<file path="config.mk">
export PLATFORM = sky130hd
export DESIGN_NAME = output_frame_tx
export DESIGN_NICKNAME = d
export VERILOG_FILES = /design/src/rtl/nla_pkg.sv /design/src/rtl/frame_fifo_mem.sv /design/src/rtl/output_frame_tx.sv
export SDC_FILE = /design/constraint.sdc
export NUM_CORES = 1
export LEC_CHECK = 0
export BUFFER_PORTS_ARGS = -buffer_cell sky130_fd_sc_hd__buf_2
export CAP_MARGIN = 10
export CELL_PAD_IN_SITES_DETAIL_PLACEMENT = 1
export CELL_PAD_IN_SITES_GLOBAL_PLACEMENT = 1
export CORE_AREA = 8 8 220 380
export DETAILED_ROUTE_END_ITERATION = 16
export DIE_AREA = 0 0 228 388
export PLACE_DENSITY_LB_ADDON = 0.1
export SLEW_MARGIN = 20
export SYNTH_ARGS = -nofsm -noshare
export SYNTH_HDL_FRONTEND = slang
export SYNTH_SLANG_ARGS = --single-unit
</file>
<file path="constraint.sdc">
create_clock -name clk_i -period 6.3 [get_ports clk_i]
set_clock_uncertainty 0.15 [all_clocks]
set_input_delay 0.945 -clock clk_i [delete_from_list [all_inputs] [get_ports clk_i]]
set_output_delay 0.945 -clock clk_i [all_outputs]
set_load 0.1 [all_outputs]
</file>
<file path="src/rtl/nla_pkg.sv">
// nla_pkg: constants and types shared by the input and output sides of the
// nonlinear approximation engine stream.
package nla_pkg;
    localparam int          NLA_RAM_WIDTH  = 32;
    localparam int          NLA_ADDR_LINES = 5;
    localparam logic [31:0] NLA_START_WORD = 32'h7F90_0000;
    typedef enum logic [1:0] {IDLE, START, DATA} tx_state_t;
endpackage

</file>
<file path="src/rtl/frame_fifo_mem.sv">
// frame_fifo_mem: register-array buffer, synchronous write, asynchronous read.
module frame_fifo_mem #(
    parameter int WIDTH      = 33,
    parameter int ADDR_LINES = 5
) (
    input  logic                  clk_i,
    input  logic                  we,
    input  logic [ADDR_LINES-1:0] waddr,
    input  logic [WIDTH-1:0]      wdata,
    input  logic [ADDR_LINES-1:0] raddr,
    output logic [WIDTH-1:0]      rdata
);
    logic [WIDTH-1:0] mem [2**ADDR_LINES];
    always_ff @(posedge clk_i) begin
        if (we) mem[waddr] <= wdata;
    end
    assign rdata = mem[raddr];
endmodule

</file>
<file path="src/rtl/output_frame_tx.sv">
// output_frame_tx: buffers result words and streams complete frames, each
// prefixed with the start token, on a valid/ready interface.
module output_frame_tx
    import nla_pkg::*;
#(
    parameter int                   RAM_WIDTH  = NLA_RAM_WIDTH,
    parameter int                   ADDR_LINES = NLA_ADDR_LINES,
    parameter logic [RAM_WIDTH-1:0] START_WORD = RAM_WIDTH'(NLA_START_WORD)
) (
    input  logic                 clk_i,
    input  logic                 rst_i,
    input  logic                 wr_en,
    input  logic [RAM_WIDTH-1:0] data_i,
    input  logic                 last_i,
    output logic                 full_o,
    output logic                 empty_o,
    output logic                 drop_o,
    output logic                 tx_valid_o,
    input  logic                 tx_ready_i,
    output logic [RAM_WIDTH-1:0] tx_data_o,
    output logic                 tx_start_o,
    output logic                 tx_last_o
);
    localparam int            PW   = ADDR_LINES + 1;
    localparam logic [PW-1:0] HALF = PW'(1) << ADDR_LINES;

    tx_state_t            state, next_state;
    logic [PW-1:0]        wr_ptr, rd_ptr, frame_cnt;
    logic                 accept, hs, pop, load_start, go_idle, head_last;
    logic [RAM_WIDTH-1:0] head_data;

    assign full_o  = (wr_ptr ^ rd_ptr) == HALF;
    assign empty_o = wr_ptr == rd_ptr;
    assign accept  = wr_en && !full_o && data_i != START_WORD;
    assign hs      = tx_valid_o && tx_ready_i;

    frame_fifo_mem #(.WIDTH(RAM_WIDTH + 1), .ADDR_LINES(ADDR_LINES)) u_mem (
        .clk_i (clk_i),
        .we    (accept),
        .waddr (wr_ptr[ADDR_LINES-1:0]),
        .wdata ({last_i, data_i}),
        .raddr (rd_ptr[ADDR_LINES-1:0]),
        .rdata ({head_last, head_data})
    );

    // frame_cnt only counts complete frames, so DATA never sees an empty buffer
    always_comb begin
        next_state = state;
        pop        = 1'b0;
        load_start = 1'b0;
        go_idle    = 1'b0;
        case (state)
            IDLE: if (frame_cnt != '0) begin
                next_state = START;
                load_start = 1'b1;
            end
            START: if (hs) begin
                next_state = DATA;
                pop        = 1'b1;
            end
            DATA: if (hs) begin
                if (!tx_last_o) begin
                    pop = 1'b1;
                end else if (frame_cnt != '0) begin
                    next_state = START;
                    load_start = 1'b1;
                end else begin
                    next_state = IDLE;
                    go_idle    = 1'b1;
                end
            end
            default: next_state = IDLE;
        endcase
    end

    always_ff @(posedge clk_i) begin
        if (rst_i) begin
            state      <= IDLE;
            wr_ptr     <= '0;
            rd_ptr     <= '0;
            frame_cnt  <= '0;
            drop_o     <= 1'b0;
            tx_valid_o <= 1'b0;
            tx_data_o  <= '0;
            tx_start_o <= 1'b0;
            tx_last_o  <= 1'b0;
        end else begin
            state     <= next_state;
            drop_o    <= wr_en && !accept;
            wr_ptr    <= wr_ptr + PW'(accept);
            rd_ptr    <= rd_ptr + PW'(pop);
            frame_cnt <= frame_cnt + PW'(accept && last_i) - PW'(pop && head_last);
            if (load_start) begin
                tx_valid_o <= 1'b1;
                tx_data_o  <= START_WORD;
                tx_start_o <= 1'b1;
                tx_last_o  <= 1'b0;
            end else if (pop) begin
                tx_valid_o <= 1'b1;
                tx_data_o  <= head_data;
                tx_start_o <= 1'b0;
                tx_last_o  <= head_last;
            end else if (go_idle) begin
                tx_valid_o <= 1'b0;
                tx_start_o <= 1'b0;
                tx_last_o  <= 1'b0;
            end
        end
    end
endmodule

</file>
### Yosys cells after proc, flatten, opt, wreduce, memory -nomap -nowiden

Memory sizes are Yosys's and may differ from the RTL's. A register that Yosys moved wholly into a read port is not among the register bits.
Index checks and enable logic that the tools add are counted.

* shift operators: 0
* reductions and logical operators: 15
* $mul: 0
* eq/ne operators: 9
* muxes and demuxes: 29
* divide/modulo/power cells: 0
* $add $sub $neg: 4
* bitwise logic cells: 1
* magnitude comparators: 0

Operators with widths (number)
* 2-to-1 mux 31 bit: 2
* inequality test 32 x 31 -> 1 bit, second input constant: 1
* 2-to-1 mux 1 bit: 19
* adder 6 x 1 -> 6 bit: 3
* 2-to-1 mux 2 bit: 4
* inequality test 2 bit, second input constant: 4
* equality test 6 bit: 1
* equality test 6 bit, second input constant: 1
* logical AND 1 bit: 6
* case mux 2 bit (3 select lines): 1
* nonzero test 6 bit: 1
* subtractor 6 x 1 -> 6 bit: 1
* XOR 6 bit: 1
* 2-to-1 mux 5 bit: 1
* case mux 1 bit (2 select lines): 2
* AND reduction 4 bit: 1
* nonzero test 2 bit: 2
* nonzero test 3 bit: 1
* equality test 2 x 1 -> 1 bit, second input constant: 1
* equality test 2 bit, second input constant: 1
* zero test 1 bit: 2
* zero test 2 bit: 1
* OR reduction 2 bit: 1

* register bits after elaboration: 56
* memories kept: 1
* bits of input ports: 37
* memory bits (read-only): 0
* memory bits (writable): 1056
* latch bits: 0
* output and inout bits: 38
* logic and storage cells: 69

Memories
* u_mem.mem: words 32, bits a word 33, read ports 1, clocked after memory_dff 1, wr ports 1, RTL line frame_fifo_mem.sv:13 `logic [WIDTH-1:0] mem [2**ADDR_LINES];`

### Logic depth before layout (Yosys ltp)

* depth after elaboration: 8
* mapped depth: 21

### Cells and area by module

From an unflattened synthesis, not the netlist that was laid out.

* cell total of the unflattened synthesis: 2588
* area total of the unflattened synthesis: 43660.6 um^2

By module, submodules not included
* frame_fifo_mem: times used 1, cells each 2299, sequential area each 31710.4 um^2, area an instance 41153.2 um^2
* output_frame_tx: times used 1, cells each 289, sequential area each 1121.1 um^2, area an instance 2507.4 um^2

### Least setup slack after synthesis

OpenSTA, ideal clock, no wires.

* path kind: in2reg
* start: input port data_i[23]
* end: memory u_mem.mem[28][0], enable pin
* slack: 2350 ps
* data required time: 5727 ps
* arrival: 3377 ps
* setup time: 423 ps
* stages on the path: 8
* path buffers: 2
* path through: nor4bb_1 nand2_1 or4_1 o211a_1 buf_2 or3b_1 buf_2 nor2_1

* longest elaborated chain between the ends: 4

Ends and longest elaborated chain
* from (decl): RTL line output_frame_tx.sv:13 `input logic [RAM_WIDTH-1:0] data_i,`
* inequality test 32 x 31 -> 1 bit: RTL line output_frame_tx.sv:34 `assign accept = wr_en && !full_o && data_i != START_WORD;`
* logical AND 1 bit: RTL line output_frame_tx.sv:34
* 2-to-1 mux 1 bit: RTL line frame_fifo_mem.sv:15 `if (we) mem[waddr] <= wdata;`
* 2-to-1 mux 1 bit (not written as such): RTL line frame_fifo_mem.sv:15
* to (decl): RTL line frame_fifo_mem.sv:13

Every way passes these cells.

### Worst setup path after layout

* start: input port data_i[13]
* end: memory u_mem.mem[10][17], enable pin

Same word-level chain as after synthesis.

==> metrics.cfg <==
[status]
status=complete, no violations

[cts]
cts.path.max_buffers=3
cts_resized=0
postCtsSetupBuffers=0
clock_latency_ps=690
tritoncts=done
worst_setup_hold_path_clk_slew_ps=70
cts_buffers=94
ctsRootBufferMaster=clkbuf_16
cts.sinks=1112
postCtsHoldBufs=0
cts.htree.levels=3

[min_path]
hp-class=reg2reg

[die]
die_area_um2=88500
start_util=0.545
coreArea_um2=78300
ios=75
die_h_um=388
num_rows=136
die_w_um=228

[final_layout]
nNetsFinal=2201
syn_to_final_growth_pct=11.7
layout-drive-gt1-share=0.252
layoutNonFillerInstCount=3257

[critical_path]
max_stage_delay_ps=810
path_cells=buf_2 > nor4_1 > nand4_1 > or4_1 > o211a_1 > nand3b_1 > nor2_4 > buf_4
crit_arrival_ps=4920
critPathCaptureType=flip-flop
critPathKind=in2reg
critPathTopFamily=simple AND/OR/NAND/NOR gates
cp.required_ps=6530
slowest_stage=nor4_1
crit_fanout=33
path_buf_inv=2
r2r_setup_slack_ps=2020
critPathLaunchType=input pin

[placed_design]
dp.cells=3085
portBuffers=74
dp_hpwl_um=67700
gp_congestion=0.789
dp_slack_ps=884

[synth]
netlist_area_um2=42600
yosysWarnings=0
synthesis.nets=2069
synth_top_area_frac=0.744
synthArstFlopShare=0
ys_seq_area_frac=0.770
synth_cells=2014
ys_dominant_reg_cell=edfxtp_1
synth_edf_count=1056
synth_top_area_cell=edfxtp_1
syn-mean-instance-area_um2=21.2
synth_area_leaders=edfxtp_1 74%, mux4_2 12%, mux2i_1 3.6%, dfxtp_1 2.6%, nor2_1 0.61%
ys_seq_elements=1112
synth_cell_types=48

[drt]
postRouteAntennaNets=0
finalWirelength_um=113000
vias=20800
drc=0
wl_per_cell_um=34.8
drt_iter0_markers=1879
dr.pass1.iters=5
viasPerCell=6.38

[timing]
fmax_mhz=213
finalSetupTns_ps=0
tightest_slew_ps=1090
drv_slew=0
hold_slack_ps=313
period_share=0.745
slew_headroom=0.272
final.setup.worst_slack_ps=1610
rsz0062_at_grt=no
setup_viol=0
finalHoldViolCount=0
min_period_ps=4690

[global_route]
grt_pass1_wl_um=162000
grt_start_max_net_pins=113
grt_util_all_layers=0.256
gr-usage-met3=0.0340
gr-total-overflow=0
grt_busiest_layer=met2
grt_util_met2=0.474
use_met1=0.291
antenna_found_initial=1
grt_pass1_vias=22700

[pwr]
irDropWorstVdd_mv=0.302
leakage_uw=0.0144
p_per_area_nw_per_um2=318

[flow_run]
maxCapViolations=0

## placed cells by master, fill, tap and decap left out, types with 8 or more instances in the layout
| cell type | n |
|---|---|
| buf_2 | 74 |
| nor2_1 | 35 |
| buf_4 | 78 |
| nand3b_1 | 8 |
| nand2_1 | 11 |
| ha_1 | 17 |
| inv_1 | 13 |
| o21ai_1 | 39 |
| mux4_2 | 224 |
| a32o_1 | 23 |
| clkinv_1 | 21 |
| o21ai_0 | 11 |
| a211oi_1 | 33 |
| nor2b_1 | 16 |
| nand3_1 | 10 |
| dfxtp_1 | 51 |
| mux2i_1 | 152 |
| clkinv_2 | 16 |
| edfxtp_1 | 1056 |
| nor2_4 | 34 |
| clkbuf_16 | 99 |
| o221ai_1 | 23 |
| a21oi_1 | 39 |
| clkbuf_1 | 14 |
| nor3_1 | 10 |
| o22ai_1 | 34 |
| xor2_1 | 10 |
## metrics by stage
step	power, uW	util	instance area (um^2)
2_1_floorplan	9110	-	42600
3_3_place_gp	9460	0.569	44600
3_5_place_dp	9500	0.569	44600
4_1_cts	15200	0.608	47600
5_1_grt	15500	0.608	47600
6_report	15100	0.608	47600
## layout make-up
| cell class | count | area [um^2] |
|---|---|---|
| Sequential cell | 1112 | 32800 |
| Fill cell | 6518 | 30700 |
| Multi-Input combinational cell | 772 | 9400 |
| Clock buffer | 116 | 2570 |
| Tap cell | 1035 | 1290 |
| Timing Repair Buffer | 153 | 976 |
| Clock inverter | 55 | 468 |
| Inverter | 13 | 48.8 |
| Antenna cell | 1 | 2.50 |
## where the power goes
group          internal, uW  switching [uW]
registers              8170            50.9
logic                   303             791
clock network          3190            2630
total                 11700            3470
## registers in the layout, indices dropped and copies added (netlist names)
register / count
tx_data_o: 32
u_mem.mem: 1056
rd_ptr: 6
drop_o: 1
wr_ptr: 6
tx_start_o: 1
tx_valid_o: 1
state: 2
tx_last_o: 1
frame_cnt: 6
## routing by layer
layer / vias up / part of all wire
met4: 0 / 0.048
met5: - / 0
li1: 8647 / -
met1: 11300 / 0.36
met3: 219 / 0.043
met2: 657 / 0.55
## logic make-up after synthesis
group                    synth area share
XOR/XNOR                          0.00329
AND/OR/NAND/NOR                    0.0167
adder cells (fa/ha/maj)           0.00546
buffers and inverters              0.0160
flip-flops                          0.770
multiplexers                        0.155
AO/OA/AOI/OAI                      0.0338
## synth_stat cells, types with 2 or more instances
master / count
a211oi_1: 33
a21oi_1: 39
a22oi_1: 2
a32o_1: 23
buf_1: 10
buf_2: 30
buf_4: 16
buf_6: 13
clkbuf_1: 48
dfxtp_1: 56
edfxtp_1: 1056
ha_1: 17
inv_1: 13
mux2_2: 2
mux2i_1: 152
mux4_2: 224
nand2_1: 11
nand3_1: 11
nand3b_1: 8
nand4_1: 2
nor2_1: 69
nor2b_1: 18
nor3_1: 10
nor4_1: 5
o211a_1: 2
o21ai_0: 11
o21ai_1: 39
o21bai_1: 2
o221ai_1: 23
o22ai_1: 34
or3_1: 3
or3b_2: 2
xnor2_1: 6
xor2_1: 10
## path summary, 6_finish.rpt
path / cells after the start / end / start
max: 8 / u_mem.mem[10][17] / data_i[13]
min: 2 / tx_start_o / tx_start_o
max reg2reg: 7 / u_mem.mem[10][17] / rd_ptr[0]
min reg2reg: 2 / tx_start_o / tx_start_o
## worst register-to-register path: stages (launching register included)
cell and delay (ps):
dfxtp_4 810, xor2_1 210, nor3_1 60, nand3_1 180
o211a_1 370, nand3b_1 730, nor2_4 880, buf_4 480
No activity file was read; power rests on OpenSTA's default activity.
